===== src/rtl/udp_oe_csr_init_host.sv =====
// Avalon-MM host that programs the nine UDP OE CSRs from a captured configuration,
// then reads every register back and reports done or error (mismatch / read timeout).
//
// state     | meaning
// ----------+------------------------------------------------------------
// S_IDLE    | waiting for start; cfg_* captured on the accepting cycle
// S_WR      | write register idx, held while waitrequest
// S_RD_REQ  | read command for register idx, held while waitrequest
// S_RD_WAIT | one read outstanding, timeout timer running
// S_CHECK   | compare captured readdata with shadow value of idx
// S_DONE    | one-cycle done pulse
// S_ERR     | error latched, back to idle
module udp_oe_csr_init_host #(
    parameter int unsigned ADDR_W         = 13,
    parameter int unsigned DATA_W         = 64,
    parameter int unsigned TIMEOUT_CYCLES = 255,
    parameter logic [9:0]  REG_ADDR_0     = 10'h000,
    parameter logic [9:0]  REG_ADDR_1     = 10'h001,
    parameter logic [9:0]  REG_ADDR_2     = 10'h002,
    parameter logic [9:0]  REG_ADDR_3     = 10'h003,
    parameter logic [9:0]  REG_ADDR_4     = 10'h004,
    parameter logic [9:0]  REG_ADDR_5     = 10'h005,
    parameter logic [9:0]  REG_ADDR_6     = 10'h006,
    parameter logic [9:0]  REG_ADDR_7     = 10'h007,
    parameter logic [9:0]  REG_ADDR_8     = 10'h008
) (
    input  logic              clk,
    input  logic              reset,
    input  logic              start,
    input  logic [47:0]       cfg_fpga_mac,
    input  logic [31:0]       cfg_fpga_ip,
    input  logic [15:0]       cfg_fpga_udp_port,
    input  logic [31:0]       cfg_fpga_netmask,
    input  logic [47:0]       cfg_host_mac,
    input  logic [31:0]       cfg_host_ip,
    input  logic [15:0]       cfg_host_udp_port,
    input  logic [15:0]       cfg_payload_per_packet,
    input  logic [15:0]       cfg_checksum_ip,
    output logic [ADDR_W-1:0] avm_address,
    output logic              avm_read,
    output logic              avm_write,
    output logic [DATA_W-1:0] avm_writedata,
    output logic [7:0]        avm_byteenable,
    input  logic              avm_waitrequest,
    input  logic [DATA_W-1:0] avm_readdata,
    input  logic              avm_readdatavalid,
    output logic              busy,
    output logic              done,
    output logic              error,
    output logic [3:0]        err_index,
    output logic [1:0]        err_code
);

    localparam int unsigned TMR_W = $clog2(TIMEOUT_CYCLES + 1);

    typedef enum logic [2:0] {
        S_IDLE, S_WR, S_RD_REQ, S_RD_WAIT, S_CHECK, S_DONE, S_ERR
    } state_t;

    typedef struct packed {
        logic [47:0] fpga_mac;
        logic [31:0] fpga_ip;
        logic [15:0] fpga_udp_port;
        logic [31:0] fpga_netmask;
        logic [47:0] host_mac;
        logic [31:0] host_ip;
        logic [15:0] host_udp_port;
        logic [15:0] payload_per_packet;
        logic [15:0] checksum_ip;
    } cfg_t;

    state_t            state_q, state_d;
    cfg_t              cfg_q, cfg_d;
    logic [3:0]        idx_q, idx_d;
    logic [TMR_W-1:0]  tmr_q, tmr_d;
    logic [DATA_W-1:0] rdata_q, rdata_d;
    logic              busy_q, busy_d;
    logic              error_q, error_d;
    logic [3:0]        err_index_q, err_index_d;
    logic [1:0]        err_code_q, err_code_d;

    logic [9:0]        cur_word;
    logic [63:0]       cur_val;

    // Register map lookup for the current index; values are zero-extended to 64 bits.
    always_comb begin
        cur_word = 10'h000;
        cur_val  = 64'h0;
        case (idx_q)
            4'd0: begin cur_word = REG_ADDR_0; cur_val = {16'h0, cfg_q.fpga_mac};           end
            4'd1: begin cur_word = REG_ADDR_1; cur_val = {32'h0, cfg_q.fpga_ip};            end
            4'd2: begin cur_word = REG_ADDR_2; cur_val = {48'h0, cfg_q.fpga_udp_port};      end
            4'd3: begin cur_word = REG_ADDR_3; cur_val = {32'h0, cfg_q.fpga_netmask};       end
            4'd4: begin cur_word = REG_ADDR_4; cur_val = {16'h0, cfg_q.host_mac};           end
            4'd5: begin cur_word = REG_ADDR_5; cur_val = {32'h0, cfg_q.host_ip};            end
            4'd6: begin cur_word = REG_ADDR_6; cur_val = {48'h0, cfg_q.host_udp_port};      end
            4'd7: begin cur_word = REG_ADDR_7; cur_val = {48'h0, cfg_q.payload_per_packet}; end
            4'd8: begin cur_word = REG_ADDR_8; cur_val = {48'h0, cfg_q.checksum_ip};        end
            default: begin cur_word = 10'h000; cur_val = 64'h0; end
        endcase
    end

    always_ff @(posedge clk) begin
        if (reset) begin
            state_q     <= S_IDLE;
            cfg_q       <= '0;
            idx_q       <= '0;
            tmr_q       <= '0;
            rdata_q     <= '0;
            busy_q      <= 1'b0;
            error_q     <= 1'b0;
            err_index_q <= '0;
            err_code_q  <= '0;
        end else begin
            state_q     <= state_d;
            cfg_q       <= cfg_d;
            idx_q       <= idx_d;
            tmr_q       <= tmr_d;
            rdata_q     <= rdata_d;
            busy_q      <= busy_d;
            error_q     <= error_d;
            err_index_q <= err_index_d;
            err_code_q  <= err_code_d;
        end
    end

    always_comb begin
        state_d     = state_q;
        cfg_d       = cfg_q;
        idx_d       = idx_q;
        tmr_d       = tmr_q;
        rdata_d     = rdata_q;
        busy_d      = busy_q;
        error_d     = error_q;
        err_index_d = err_index_q;
        err_code_d  = err_code_q;
        case (state_q)
            S_IDLE: begin
                if (start) begin
                    cfg_d       = '{cfg_fpga_mac, cfg_fpga_ip, cfg_fpga_udp_port,
                                    cfg_fpga_netmask, cfg_host_mac, cfg_host_ip,
                                    cfg_host_udp_port, cfg_payload_per_packet,
                                    cfg_checksum_ip};
                    idx_d       = 4'd0;
                    error_d     = 1'b0;
                    err_index_d = 4'd0;
                    err_code_d  = 2'd0;
                    busy_d      = 1'b1;
                    state_d     = S_WR;
                end
            end
            S_WR: begin
                if (!avm_waitrequest) begin
                    if (idx_q == 4'd8) begin
                        idx_d   = 4'd0;
                        state_d = S_RD_REQ;
                    end else begin
                        idx_d = idx_q + 4'd1;
                    end
                end
            end
            S_RD_REQ: begin
                if (!avm_waitrequest) begin
                    tmr_d   = TMR_W'(TIMEOUT_CYCLES);
                    state_d = S_RD_WAIT;
                end
            end
            S_RD_WAIT: begin
                // Data arriving on the last permitted cycle still wins over the timeout.
                if (avm_readdatavalid) begin
                    rdata_d = avm_readdata;
                    state_d = S_CHECK;
                end else if (tmr_q <= TMR_W'(1)) begin
                    error_d     = 1'b1;
                    err_code_d  = 2'd2;
                    err_index_d = idx_q;
                    busy_d      = 1'b0;
                    state_d     = S_ERR;
                end else begin
                    tmr_d = tmr_q - TMR_W'(1);
                end
            end
            S_CHECK: begin
                if (rdata_q != DATA_W'(cur_val)) begin
                    error_d     = 1'b1;
                    err_code_d  = 2'd1;
                    err_index_d = idx_q;
                    busy_d      = 1'b0;
                    state_d     = S_ERR;
                end else if (idx_q == 4'd8) begin
                    busy_d  = 1'b0;
                    state_d = S_DONE;
                end else begin
                    idx_d   = idx_q + 4'd1;
                    state_d = S_RD_REQ;
                end
            end
            S_DONE:  state_d = S_IDLE;
            S_ERR:   state_d = S_IDLE;
            default: state_d = S_IDLE;
        endcase
    end

    always_comb begin
        avm_write      = 1'b0;
        avm_read       = 1'b0;
        avm_address    = '0;
        avm_writedata  = '0;
        avm_byteenable = 8'hFF;
        done           = 1'b0;
        case (state_q)
            S_WR: begin
                avm_write     = 1'b1;
                avm_address   = ADDR_W'({cur_word, 3'b000});
                avm_writedata = DATA_W'(cur_val);
            end
            S_RD_REQ: begin
                avm_read    = 1'b1;
                avm_address = ADDR_W'({cur_word, 3'b000});
            end
            S_DONE:  done = 1'b1;
            default: ;
        endcase
    end

    assign busy      = busy_q;
    assign error     = error_q;
    assign err_index = err_index_q;
    assign err_code  = err_code_q;

endmodule


===== config.mk =====
export PLATFORM = sky130hd
export DESIGN_NAME = udp_oe_csr_init_host
export DESIGN_NICKNAME = d
export VERILOG_FILES = /design/src/rtl/udp_oe_csr_init_host.sv
export SDC_FILE = /design/constraint.sdc
export NUM_CORES = 1
export LEC_CHECK = 0
export CAP_MARGIN = 20
export CORE_ASPECT_RATIO = 1.2
export CORE_MARGIN = 2
export CORE_UTILIZATION = 44
export DETAILED_ROUTE_END_ITERATION = 7
export PLACE_DENSITY = 0.77
export SLEW_MARGIN = 20
export SYNTH_ARGS = -nofsm -noshare
export SYNTH_HDL_FRONTEND = slang
export SYNTH_SLANG_ARGS = --single-unit

===== constraint.sdc =====
create_clock -name clk -period 3.4 [get_ports clk]
set_input_delay 0.51 -clock clk [delete_from_list [all_inputs] [get_ports clk]]
set_output_delay 0.51 -clock clk [all_outputs]
set_load 0.05 [all_outputs]

# After elaboration in Yosys (flattened, before gate mapping)

Cells that the tools add are included.

Eq/ne operators: 26
Reductions and logical operators: 13
Multiplexer cells: 46
$add $sub $neg: 2
Order comparisons: 1

Operator list:

| operator              | count |
|---|---|
| $pmux W48 S9          | 1 |
| $mux W64              | 1 |
| $ne A64 B64 Y1        | 1 |
| $mux W4               | 8 |
| $pmux W4 S8           | 1 |
| $mux W3               | 8 |
| $mux W8               | 3 |
| $pmux W4 S3           | 2 |
| $ne A2 B2 Y1 const B  | 10 |
| $reduce_and A5 Y1     | 4 |
| $eq A4 B3 Y1 const B  | 4 |
| $pmux W8 S2           | 1 |
| $pmux W3 S5           | 1 |
| $mux W13              | 1 |
| $mux W1               | 12 |
| $eq A4 B2 Y1 const B  | 2 |
| $le A8 B1 Y1 const B  | 1 |
| $mux W2               | 4 |
| $sub A8 B1 Y8 const B | 1 |
| $eq A3 B2 Y1 const B  | 2 |
| $eq A3 B3 Y1 const B  | 2 |
| $ne A3 B3 Y1 const B  | 2 |
| $pmux W1 S3           | 2 |
| $pmux W2 S3           | 1 |
| other kinds (11)      | 13 |

Flip-flop bits (word level): 343
Output and inout bits: 96
Bits of input ports: 325

# Depth between registers and ports, before layout

Depth in word-level cells: 5
Gate-level depth with buffers: 15

# Worst setup path after synthesis

OpenSTA, ideal clock, no wires.

Path type: register to output
From: register state_q[1]
To: output avm_address[5]
Path slack: -0.320 ns
Data required time: 2.890 ns
Data arrival time: 3.210 ns
Cell stages (with the launch flop): 5
Buffers on the path: 1
Cell sequence: dfxtp_1 -> clkbuf_1 -> nor3b_1 -> nor2_1 -> nor3_1

Cells in the longest elaborated chain, start to end: 3
Elaborated cells on any way between the ends: 4
Classes of those cells: 2 x eq/ne; 1 x mux; 1 x reduce/logical

Ends and longest elaborated chain:

| what                                         | RTL line | text |
|---|---|---|
| start: declaration                           | 72       | `state_t state_q, state_d;` |
| start signal: assignment                     | 115      | `state_q <= state_d;` |
| $eq A3 B1 Y1 or $eq A3 B2 Y1 (tied branches) | 211      | `case (state_q)` |
| $reduce_or A2 Y1 (no source line) *          | n/a      |  |
| $mux W13 *                                   | 211      |  |
| end: declaration                             | 39       | `output logic [ADDR_W-1:0] avm_address,` |

Every way passes the cells marked *; elsewhere a longest branch is shown, timed or not.

# Worst setup path in the final report

From: register idx_q[1]
To: register idx_q[0]

Cells in the longest elaborated chain, start to end: 5
Elaborated cells on any way between the ends: 17
Classes of those cells: 11 x eq/ne; 4 x mux; 2 x reduce/logical

Ends and longest elaborated chain:

| what                                 | RTL line     | text |
|---|---|---|
| start: declaration                   | 74           | `logic [3:0] idx_q, idx_d;` |
| start signal: assignment             | 117          | `idx_q <= idx_d;` |
| $eq A4 B4 Y1 (tied with other cells) | 89, 154, 190 |  |
| $pmux W48 S9                         | 89           | `case (idx_q)` |
| $ne A64 B64 Y1                       | 184          | `if (rdata_q != DATA_W'(cur_val)) begin` |
| $ne A2 B2 Y1 (no source line)        | n/a          |  |
| $reduce_and A5 Y1 (no source line)   | n/a          |  |

Several ways; a longest one is shown, not always the timed one. The select of a mux whose other input is x is not followed.
A chain may end at the register's enable or synchronous reset.

==> impl_metrics.py <==
metrics = {
    "routing": {
        "dr.first_iter.drc_count": 1478,
        "dr_total_vias": 16211,
        "routed_via_density": 5.52,
        "final_antenna_net_count": 0,
        "detailedRoute.firstPassIterationCount": 7,
        "wl_um": 59900,
        "drc": 0,
        "wl_per_cell_um": 20.4,
    },
    "yosys": {
        "synth-edff-count": 0,
        "syn_area_um2": 15500,
        "synth_ff_type": "dfxtp_1",
        "sequential_area_share_after_synthesis": 0.444,
        "count_of_cell_types_in_the_netlist": 77,
        "synth-warning-count": 0,
        "synth-seq-cells": 343,
        "async_reset_ff_frac": 0,
        "netlist_instances": 2056,
        "postSynthAreaPerCell_um2": 7.52,
    },
    "sta": {
        "final.setup_skew_ns": 0.00981,
        "max_slew.worst_pin.slew_ns": 0.787,
        "slew_headroom": 0.475,
        "hold_viol": 0,
        "finalSetupTns_ns": -0.170,
        "fmaxAchievable_ghz": 0.287,
        "finalHoldWorstSlack_ns": 0.455,
        "layout_setup_ws_ns": -0.0864,
        "post-route-period-util": 1.03,
        "drv_slew": 0,
        "rsz0062_at_grt": "yes",
        "post-route-min-period_ns": 3.49,
        "report.final.setup_viol": 5,
    },
    "pwr": {
        "cellPowerDensity_nw_per_um2": 477,
        "share_clk_of_total_power": 0.379,
        "net-switching-power_mw": 2.99,
        "portion_of_total_power_attributed_to_sequential_cells": 0.420,
        "power_leakage_nw": 8.25,
        "design_power_total_mw": 10.6,
        "vdd_ir_drop_max_mv": 0.324,
        "internal_power_mw": 7.65,
        "combinationalPowerShare": 0.201,
        "power.share.switching": 0.281,
    },
    "die": {
        "num_io_pins": 421,
        "dieWidth_um": 175,
        "die_y_um": 209,
        "dieArea_um2": 36700,
        "fp_rows": 75,
        "initial_utilization": 0.444,
        "core_um2": 34800,
    },
    "clock_tree": {
        "numCtsBuffers": 36,
        "h-tree-depth": 2,
        "cts_tree": "built",
        "cts_buffer_depth": 3,
        "clockRootBuffer": "clkbuf_16",
        "clkLatencyLatePin_ns": 0.51,
        "clk_transition_reported_paths_ns": 0.06,
        "cts-hold-fix-buffers": 0,
        "cts_sinks": 343,
    },
    "global_route": {
        "globalRoute.totalOverflow": 0,
        "wire_length_of_the_first_global_routing_pass_um": 89100,
        "initial_antenna_violation_count": 0,
        "track_usage": 0.311,
        "first_global_vias": 15893,
        "grt_start_max_net_pins": 113,
    },
    "setup_path": {
        "cp_startpoint_kind": "register",
        "slowest_stage": "or4_4",
        "crit_path_max_fanout": 10,
        "worstPathArrival_ns": 3.91,
        "cp_slowest_stage_delay_ns": 0.55,
        "endpoint_kind": "register",
        "worst-endpoint-required_ns": 3.82,
        "timing_worst_setup_path_type": "reg -> reg",
        "worstPathCellList": "buf_4, ha_4, buf_12, buf_6, nand2_1, a211oi_2, nor3_1, a22o_1, or4_4, nor4b_4, buf_4, a31oi_4, or4_4, a21oi_2",
    },
    "placed_design": {
        "post-place-cells": 2857,
        "place.port_buffers": 387,
        "routabilityCongestion": 0.969,
        "place_ws_ns": -0.251,
        "dpl.hpwl_um": 44700,
        "dpl_cell_area_um2": 20700,
    },
    "layout": {
        "highest_count_cells_in_the_layout_ignoring_fill_and_taps": "nand2_1, a21oi_1, dfxtp_1, clkdlybuf4s50_1, buf_4",
        "finish.instance_area_um2": 22300,
        "num-nets-final": 2783,
        "mostFrequentLayoutCell": "nand2_1",
        "synthToLayoutAreaGrowth_pct": 44.1,
        "post-route-util": 0.640,
        "fraction_of_layout_instances_using_a_drive_strength_above_1": 0.124,
        "fin_cells": 2939,
        "diodes": 0,
        "layout.filler_cells": 2975,
    },
    "worst_hold_path": {
        "min-delay-path-class": "reg -> reg",
    },
    "run_status": {
        "failed_checks": "setup timing",
        "outcome": "complete, but fails checks",
    },
    "run": {
        "cap_violations": 0,
    },
}
==> sequential cells by signal, indices dropped and copies added, names as in the netlist <==
name and count:
err_index 4, rdata_q 64, err_code 2, busy 1, error 1, tmr_q 8, idx_q 4, cfg_q 256
state_q 3
==> logic make-up (layout without fill, tap and decap cells) <==
family / after synthesis / count (layout) / share of synthesized area
compound gates: 527 / 527 / 0.197
xor+xnor: 32 / 32 / 0.0181
other cells: 2 / 33 / 0.000485
buf+inv: 208 / 598 / 0.0615
mux: 51 / 51 / 0.0344
flops: 343 / 343 / 0.444
fa+ha+maj: 6 / 6 / 0.00485
simple gates: 887 / 887 / 0.239
==> what timing repair did <==
action | 4_1_cts | 5_1_grt
resized for setup | 23 | 31
setup buffers | 13 | 6
gates cloned | 0 | 1
hold endpoints to repair | 0 | 0
endpoints found under the setup margin | 16 | 18
pin swaps | 14 | 16
==> area by class of cell <==
class | count | area [µm²] | share of cell area
multi-input cells | 1536 | 8040 | 0.361
flip-flops and latches | 343 | 6880 | 0.309
repair buffers | 517 | 5520 | 0.248
clock buffers | 52 | 1040 | 0.0468
well taps | 462 | 578 | 0.0259
clock inverters | 11 | 161 | 0.00724
inverters | 18 | 67.6 | 0.00303
==> power by group through the flow <==
stage	registers (mW)	logic [mW]	clock network (mW)
2_1_floorplan	4.46	1.11	0
6_report	4.47	2.14	4.03
3_3_place_gp	4.54	1.99	0
3_5_place_dp	4.54	2.02	0
4_1_cts	4.46	2.08	4.06
5_1_grt	4.48	2.28	4.22
==> layer usage <==
| layer | GRT usage | up-vias | wire [µm] |
|---|---|---|---|
| li1 | - | 7673 | - |
| met1 | 0.389 | 7582 | 23500 |
| met2 | 0.526 | 789 | 28700 |
| met3 | 0.0386 | 167 | 4230 |
| met4 | 0.164 | 0 | 3440 |
| met5 | 0 | - | 0 |
==> synthesized netlist by cell type (8+ instances only) <==
cell type / n / area share
buf_2: 14 / 0.0045
buf_4: 35 / 0.017
dfxtp_1: 343 / 0.44
nor3_1: 18 / 0.0058
a211oi_1: 8 / 0.0039
nor2b_1: 9 / 0.0036
a22oi_1: 40 / 0.019
inv_1: 16 / 0.0039
nor4_1: 10 / 0.0040
nor2_1: 61 / 0.015
and2_1: 8 / 0.0032
xnor2_1: 17 / 0.0096
a22o_1: 11 / 0.0062
nand3_1: 24 / 0.0078
nand2_1: 693 / 0.17
xor2_1: 15 / 0.0085
and3_1: 8 / 0.0032
mux2_2: 10 / 0.0073
a31oi_1: 13 / 0.0053
clkbuf_1: 121 / 0.029
a222oi_1: 9 / 0.0058
buf_1: 17 / 0.0041
a21oi_1: 362 / 0.12
o21ai_0: 24 / 0.0078
o22ai_1: 10 / 0.0040
mux2i_1: 37 / 0.024
nand2b_1: 14 / 0.0057
==> worst max-delay path: cells and delay by family, from the launching register on <==
family / cells / cell delay (ns)
AO/OA/AOI/OAI: 4 / 0.84
adder cells (fa/ha/maj): 1 / 0.15
buffers and inverters: 4 / 0.59
flip-flops: 1 / 0.35
AND/OR/NAND/NOR: 5 / 1.48
==> final timing paths <==
check                           depth (start not counted)       start  slack, ns          to
worst min-delay path                                    2  cfg_q[246]       0.45  cfg_q[246]
worst max-delay path                                   14    idx_q[1]      -0.09    idx_q[0]
worst min register to register                          2  cfg_q[246]       0.45  cfg_q[246]
worst max register to register                         14    idx_q[1]      -0.09    idx_q[0]
(Power assumes the default switching activity.)
